`src/rtl/serial_subtractor_pkg.sv`:
```
// Shared constants for the bit-serial subtractor.
//   state_t       : FSM encoding (ST_IDLE, ST_RUN)
//   DEFAULT_WIDTH : default operand/result width
package serial_subtractor_pkg;

  typedef enum logic {
    ST_IDLE = 1'b0,
    ST_RUN  = 1'b1
  } state_t;

  localparam int unsigned DEFAULT_WIDTH = 8;

endpackage

```
`src/rtl/full_subtractor.sv`:
```
// Single-bit full subtractor cell: diff = a - b - borrow.
// Ports:
//   a_in, b_in  : operand bits (minuend, subtrahend)
//   borrow_in   : incoming borrow
//   diff_out    : difference bit
//   borrow_out  : outgoing borrow
module full_subtractor (
  input  logic a_in,
  input  logic b_in,
  input  logic borrow_in,
  output logic diff_out,
  output logic borrow_out
);

  assign diff_out   = a_in ^ b_in ^ borrow_in;
  // Borrow out when b exceeds a, or when they tie and a borrow is pending.
  assign borrow_out = (~a_in & b_in) | (~(a_in ^ b_in) & borrow_in);

endmodule

```
`src/rtl/serial_subtractor.sv`:
```
// Bit-serial WIDTH-bit subtractor: diff = (a - b - borrow_in) mod 2^WIDTH,
// one bit per clock, LSB first, with a registered borrow.
// Ports:
//   clk_in, reset_in    : clock, synchronous active-high reset
//   start_in            : request, accepted only while idle
//   a_in, b_in          : operands, captured on the accepting edge
//   borrow_in           : initial borrow, captured on the accepting edge
//   busy_out            : operation in progress
//   done_out            : one-cycle pulse, new result valid
//   diff_out            : result, held until the next completion
//   borrow_out          : final borrow (a < b + borrow_in), held like diff_out
module serial_subtractor
  import serial_subtractor_pkg::*;
#(
  parameter int unsigned WIDTH = DEFAULT_WIDTH
) (
  input  logic             clk_in,
  input  logic             reset_in,
  input  logic             start_in,
  input  logic [WIDTH-1:0] a_in,
  input  logic [WIDTH-1:0] b_in,
  input  logic             borrow_in,
  output logic             busy_out,
  output logic             done_out,
  output logic [WIDTH-1:0] diff_out,
  output logic             borrow_out
);

  localparam int unsigned CNT_W = $clog2(WIDTH) + 1;
  localparam logic [CNT_W-1:0] LAST = CNT_W'(WIDTH - 1);

  state_t           state;
  logic [WIDTH-1:0] a_sh;
  logic [WIDTH-1:0] b_sh;
  logic [WIDTH-1:0] res_sh;
  logic             br;
  logic [CNT_W-1:0] count;

  logic cell_diff;
  logic cell_borrow;

  full_subtractor u_cell (
    .a_in      (a_sh[0]),
    .b_in      (b_sh[0]),
    .borrow_in (br),
    .diff_out  (cell_diff),
    .borrow_out(cell_borrow)
  );

  always_ff @(posedge clk_in) begin
    if (reset_in) begin
      state      <= ST_IDLE;
      busy_out   <= 1'b0;
      done_out   <= 1'b0;
      diff_out   <= '0;
      borrow_out <= 1'b0;
      a_sh       <= '0;
      b_sh       <= '0;
      res_sh     <= '0;
      br         <= 1'b0;
      count      <= '0;
    end else begin
      done_out <= 1'b0;
      case (state)
        ST_IDLE: begin
          if (start_in) begin
            a_sh     <= a_in;
            b_sh     <= b_in;
            br       <= borrow_in;
            count    <= '0;
            busy_out <= 1'b1;
            state    <= ST_RUN;
          end
        end
        ST_RUN: begin
          a_sh   <= {1'b0, a_sh[WIDTH-1:1]};
          b_sh   <= {1'b0, b_sh[WIDTH-1:1]};
          br     <= cell_borrow;
          // Result bits enter at the MSB so the LSB ends up at bit 0.
          res_sh <= {cell_diff, res_sh[WIDTH-1:1]};
          count  <= count + 1'b1;
          if (count == LAST) begin
            diff_out   <= {cell_diff, res_sh[WIDTH-1:1]};
            borrow_out <= cell_borrow;
            done_out   <= 1'b1;
            busy_out   <= 1'b0;
            state      <= ST_IDLE;
          end
        end
      endcase
    end
  end

endmodule

```
`config.mk`:
```
export PLATFORM = sky130hd
export DESIGN_NAME = serial_subtractor
export DESIGN_NICKNAME = d
export VERILOG_FILES = /design/src/rtl/serial_subtractor_pkg.sv /design/src/rtl/full_subtractor.sv /design/src/rtl/serial_subtractor.sv
export SDC_FILE = /design/constraint.sdc
export NUM_CORES = 1
export LEC_CHECK = 0
export BUFFER_PORTS_ARGS = -buffer_cell sky130_fd_sc_hd__buf_2
export CAP_MARGIN = 30
export CORE_MARGIN = 2
export CORE_UTILIZATION = 45
export CTS_CLUSTER_DIAMETER = 50
export DETAILED_ROUTE_END_ITERATION = 10
export GPL_ROUTABILITY_DRIVEN = 1
export PLACE_DENSITY = 0.67
export SETUP_SLACK_MARGIN = 0.05
export SLEW_MARGIN = 40
export SYNTH_ARGS = -nofsm -noshare
export SYNTH_HDL_FRONTEND = slang
export SYNTH_SLANG_ARGS = --single-unit
```
`constraint.sdc`:
```
create_clock -name clk_in -period 1.1 [get_ports clk_in]
set_input_delay 0.22 -clock clk_in [delete_from_list [all_inputs] [get_ports clk_in]]
set_output_delay 0.22 -clock clk_in [all_outputs]
set_load 0.02 [all_outputs]
```
# Word level (Yosys, flattened, before mapping)
# Index checks and enable logic that the tools add are counted.
[word_totals]
reg_bits = 41
input_bits = 20
[op_classes]
n_addsub = 1
eq_ne = 3
muxes = 15
bitwise = 8
reduce_logical = 3
[ops]
columns = ["operator", "n"]
rows = [
  ["8-bit one-hot mux with 2 select lines", 2],
  ["8-bit 2-to-1 mux", 2],
  ["4-bit one-hot mux with 2 select lines", 1],
  ["1-bit 2-to-1 mux", 6],
  ["1-bit one-hot mux with 2 select lines", 3],
  ["4-bit by 1-bit adder with 4-bit output, second input constant", 1],
  ["4-bit by 3-bit equality test with 1-bit output, second input constant", 1],
  ["4-bit 2-to-1 mux", 1],
  ["2-bit AND reduction", 2],
  ["1-bit inverter", 3],
  ["1-bit bitwise AND", 2],
  ["2-bit by 1-bit inequality test with 1-bit output, second input constant", 1],
  ["2-bit inequality test, second input constant", 1],
  ["2-bit OR reduction", 1],
  ["1-bit bitwise XOR", 2],
  ["1-bit bitwise OR", 1],
]

# Longest topological paths before layout
[depth]
word_depth = 5
depth_mapped = 5
depth_no_buf = 4

# By module
# From an unflattened synthesis, not the netlist that was laid out.
[unflattened]
hier_cells = 186
hier_area_um2 = 1767.9
[modules_own_cells]
columns = ["module", "instances", "cells_per_inst", "area_each_um2", "seq_area_each_um2"]
rows = [
  ["serial_subtractor", 1, 182, 1736.7, 800.8],
  ["full_subtractor", 1, 4, 31.3, 0.0],
]

# Least setup slack after synthesis
# Ideal clock, no wire load.
[synth_timing]
path_type = "reg-to-reg"
from = "register count[0]"
to = "register diff_out[5]"
setup_time_ps = 135
arrival_ps = 1001
t_required_ps = 965
setup_slack_ps = -37
stages_incl_launch_ff = 6
path_buffers = 1
period_less_slack_ps = 1137
path_cell_list = "dfxtp_1 ha_1 and4b_1 buf_4 nand2_1 a21oi_1"
[synth_between]
elab_chain_cells = 2
[synth_rtl]
columns = ["item", "line_no", "rtl"]
rows = [
  ["start: declaration", "serial_subtractor.sv:37", "logic [CNT_W-1:0] count;"],
  ["start signal: assignment", "serial_subtractor.sv:81", "count <= count + 1'b1;"],
  ["4-bit by 3-bit equality test with 1-bit output", "serial_subtractor.sv:82", "if (count == LAST) begin"],
  ["2-bit AND reduction (no line)", "n/a", ""],
  ["end signal: assignment", "serial_subtractor.sv:83", "diff_out <= {cell_diff, res_sh[WIDTH-1:1]};"],
  ["end: declaration", "serial_subtractor.sv:25", "output logic [WIDTH-1:0] diff_out,"],
]
# No other way between the ends.
# A chain may end at the register's enable or synchronous reset.

# Worst setup path in the final report
[layout_timing]
from = "register b_sh[0]"
to = "register res_sh[7]"
[layout_between]
elab_chain_cells = 2
[layout_rtl]
columns = ["item", "line_no", "rtl"]
rows = [
  ["start: declaration", "serial_subtractor.sv:34", "logic [WIDTH-1:0] b_sh;"],
  ["start signal: assignment", "serial_subtractor.sv:68", "b_sh <= b_in;"],
  ["start signal: assignment", "serial_subtractor.sv:77", "b_sh <= {1'b0, b_sh[WIDTH-1:1]};"],
  ["1-bit bitwise XOR (2 in a row)", "full_subtractor.sv:15", "assign diff_out = a_in ^ b_in ^ borrow_in;"],
  ["via cell_diff", "serial_subtractor.sv:39", "logic cell_diff;"],
  ["end signal: assignment", "serial_subtractor.sv:80", "res_sh <= {cell_diff, res_sh[WIDTH-1:1]};"],
  ["end: declaration", "serial_subtractor.sv:35", "logic [WIDTH-1:0] res_sh;"],
]
# The timed path passes the listed nets, and every way through them passes these cells.

==> impl_metrics.ini <==
[run_status]
status = finished with violations
violations = setup timing

[clock_network]
cts_buffer_depth = 2
htree_levels = 2
numCtsBuffers = 5
numClockSinks = 40
ctsHoldBuffers = 0
tritoncts = done
cts_root_buffer = clkbuf_8
clkLatencyLatePin_ps = 300
path_clk_slew_ps = 80

[timing]
final.setup_skew_ps = 6.75
fin_ws_ps = -65.1
post-route-period-util_pct = 106
setup_tns_ps = -264
rsz0062_at_grt = true
slew_violations = 0
fin_crit_ps = 1170
hold_violations = 0
tightest_slew_ps = 410
max_slew_margin_pct = 72.7
fmax_ghz = 0.858
finalSetupViolations = 10

[final_layout]
finalNetCount = 249
instances_no_fill = 276
insertedDiodeCount = 0
drive_above_1_share_pct = 39.9
syn2layout_area_growth_pct = 30.7
final_area_sq_um = 2160

[floorplanning]
die_w_um = 64.7
core-area_sq_um = 3610
rows = 22
fp.dieH_um = 64.7
io_pins = 31
start_util_pct = 45.9
dieArea_sq_um = 4180

[detailed_routing]
wirelength_mm = 3.09
drc = 0
drtAntennaViolNets = 0
post_drt_via_cell_ratio = 4.88
wl_per_cell_um = 11.2
detail_route.first_pass.iterations = 3
drtIter0Drc = 48
num_vias = 1347

[synth]
postSynthAreaPerCell_sq_um = 9.05
synthCells = 183
synth_edf_count = 0
yosysWarnings = 0
seq_area_frac_synth_pct = 48.4
synthesis.area_sq_um = 1660
postSynth.asyncResetShare_pct = 0
syn-num-nets = 205
synth_seq_cells = 40
ys_types = 25
ys.flop_type = dfxtp_1

[setup_path]
cp.arrival_ps = 1410
cp.required_ps = 1340
critPathMaxFanout = 2
criticalPathCategory = flip-flop to flip-flop
reg2reg_to = res_sh[7]
reg2reg_from = b_sh[0]
reg2reg_depth = 4
cp-end-kind = flip-flop
critPathLaunchType = flip-flop
r2r_slack_ps = -70

[power_and_ir_drop]
power_density_nw_per_um2 = 1480
ir_drop_uv = 1040
power_uw = 3200
p_leak_uw = 0.000902
clkPwrFrac_pct = 40.8
combinationalPowerShare_pct = 11.0
p_seq_share_pct = 48.2
switching_power_uw = 700
switching_share_pct = 21.9
p_int_uw = 2490

[place]
place_hpwl_mm = 2.10
port-buffer-count = 30
dp.cells = 266
placed_cell_area_sq_um = 1960
routabilityCongestion = 0.697

[global_route]
overflow = 0
grt_pass1_wl_mm = 5.37
grt_max_degree = 41
first_global_vias = 1289
grt_use_total_pct = 16.8
antenna_found_initial = 0

[hold_path]
min_path_type = primary input to flip-flop
whs_path_depth = 3
hp-start = a_in[7]
worstHoldEndpoint = a_sh[7]

[flow_run]
maxCapViolCount = 0
-- kinds of logic (layout without fill, tap and decap cells) --
| logic type | count (synthesis) | count (layout) | synth area share [%] |
|---|---|---|---|
| and+or+nand+nor | 67 | 67 | 16.9 |
| adders and majority gates | 2 | 2 | 1.97 |
| muxes | 23 | 23 | 15.0 |
| buffers and inverters | 17 | 62 | 5.52 |
| AOI/OAI and AO/OA | 33 | 33 | 11.8 |
| DFF | 40 | 40 | 48.4 |
| xor gates and xnor gates | 1 | 1 | 0.529 |
-- flip-flops by register name, indices dropped and copies added (netlist names), 4 cells and up --
name and count:
a_sh 8, diff_out 8, b_sh 8, res_sh 7, count 4
-- critical path: stages, from the launching register on --
cell and delay [ps]:
dfxtp_2 340, inv_2 40, fa_2 590, mux2i_1 80, nor2_1 80
-- worst max path at each step --
| stage | start | end | depth (start not counted) |
|---|---|---|---|
| finish | b_sh[0] | res_sh[7] | 4 |
| global route | b_sh[0] | res_sh[7] | 4 |
| CTS | br | diff_out[7] | 4 |
| detailed placement | start_in | b_sh[4] | 4 |
| global placement | start_in | b_sh[4] | 4 |
| floorplan | br | res_sh[7] | 4 |
-- layout by cell type (no fill, tap or decap), drive strengths merged --
cell / n
nand4b: 1
bufinv: 1
a21oi: 27
nor2: 12
nand3: 1
inv: 4
xor2: 1
o21a: 1
nor3: 3
a211oi: 4
dfxtp: 40
buf: 49
o211a: 1
and4b: 1
nand2: 46
mux2i: 9
fa: 1
mux2: 14
ha: 1
nor3b: 3
clkbuf: 7
clkinv: 1
-- through the flow --
| stage | utilization (%) | setup WS (ps) | hold slack [ps] |
|---|---|---|---|
| 2_1_floorplan | - | -11.0 | 415 |
| 3_3_place_gp | 54.4 | -97.8 | 437 |
| 3_5_place_dp | 54.4 | -114 | 442 |
| 4_1_cts | 58.3 | -86.9 | 218 |
| 5_1_grt | 60.0 | -132 | 263 |
| 6_report | 60.0 | -65.1 | 214 |
-- Yosys cell counts, drive strengths merged, types with 3 or more instances --
master	instances	area [sq um]
clkbuf	6	22.5
buf	6	50.0
nor2	12	45.0
mux2	14	158
nor3	3	15.0
a211oi	4	35.0
nand2	46	173
inv	4	15.0
mux2i	9	90.1
dfxtp	40	801
a21oi	27	143
nor3b	3	22.5
-- power by group through the flow --
| stage | logic (uW) | clock network, uW | registers, uW |
|---|---|---|---|
| after floorplan | 221 | 0 | 1570 |
| after global placement | 334 | 0 | 1570 |
| after detailed placement | 339 | 0 | 1570 |
| after CTS | 346 | 1330 | 1540 |
| after global routing | 392 | 1390 | 1550 |
| final | 351 | 1300 | 1540 |
-- layer usage --
layer	vias to the layer above	share of wire [%]	global-route usage, %
met1	620	48	19.6
met3	7	4.1	6.25
met4	0	1.5	7.18
met5	-	0	0
li1	700	-	-
met2	20	46	27.7
-- layout make-up --
class / count / area (sq um)
clock buffers: 7 / 96.3
inverters: 5 / 18.8
flip-flops and latches: 40 / 811
repair buffers: 49 / 350
clock inverters: 1 / 30.0
well taps: 48 / 60.1
multi-input cells: 126 / 797
fillers: 335 / 1440
-- repair_timing --
item,4_1_cts,5_1_grt
endpoints found under the setup margin,12,32
pin swaps,1,6
setup buffers,1,1
gates resized for setup,3,20
endpoints found under the hold margin,0,0
Power figures use the tool's default switching activity.
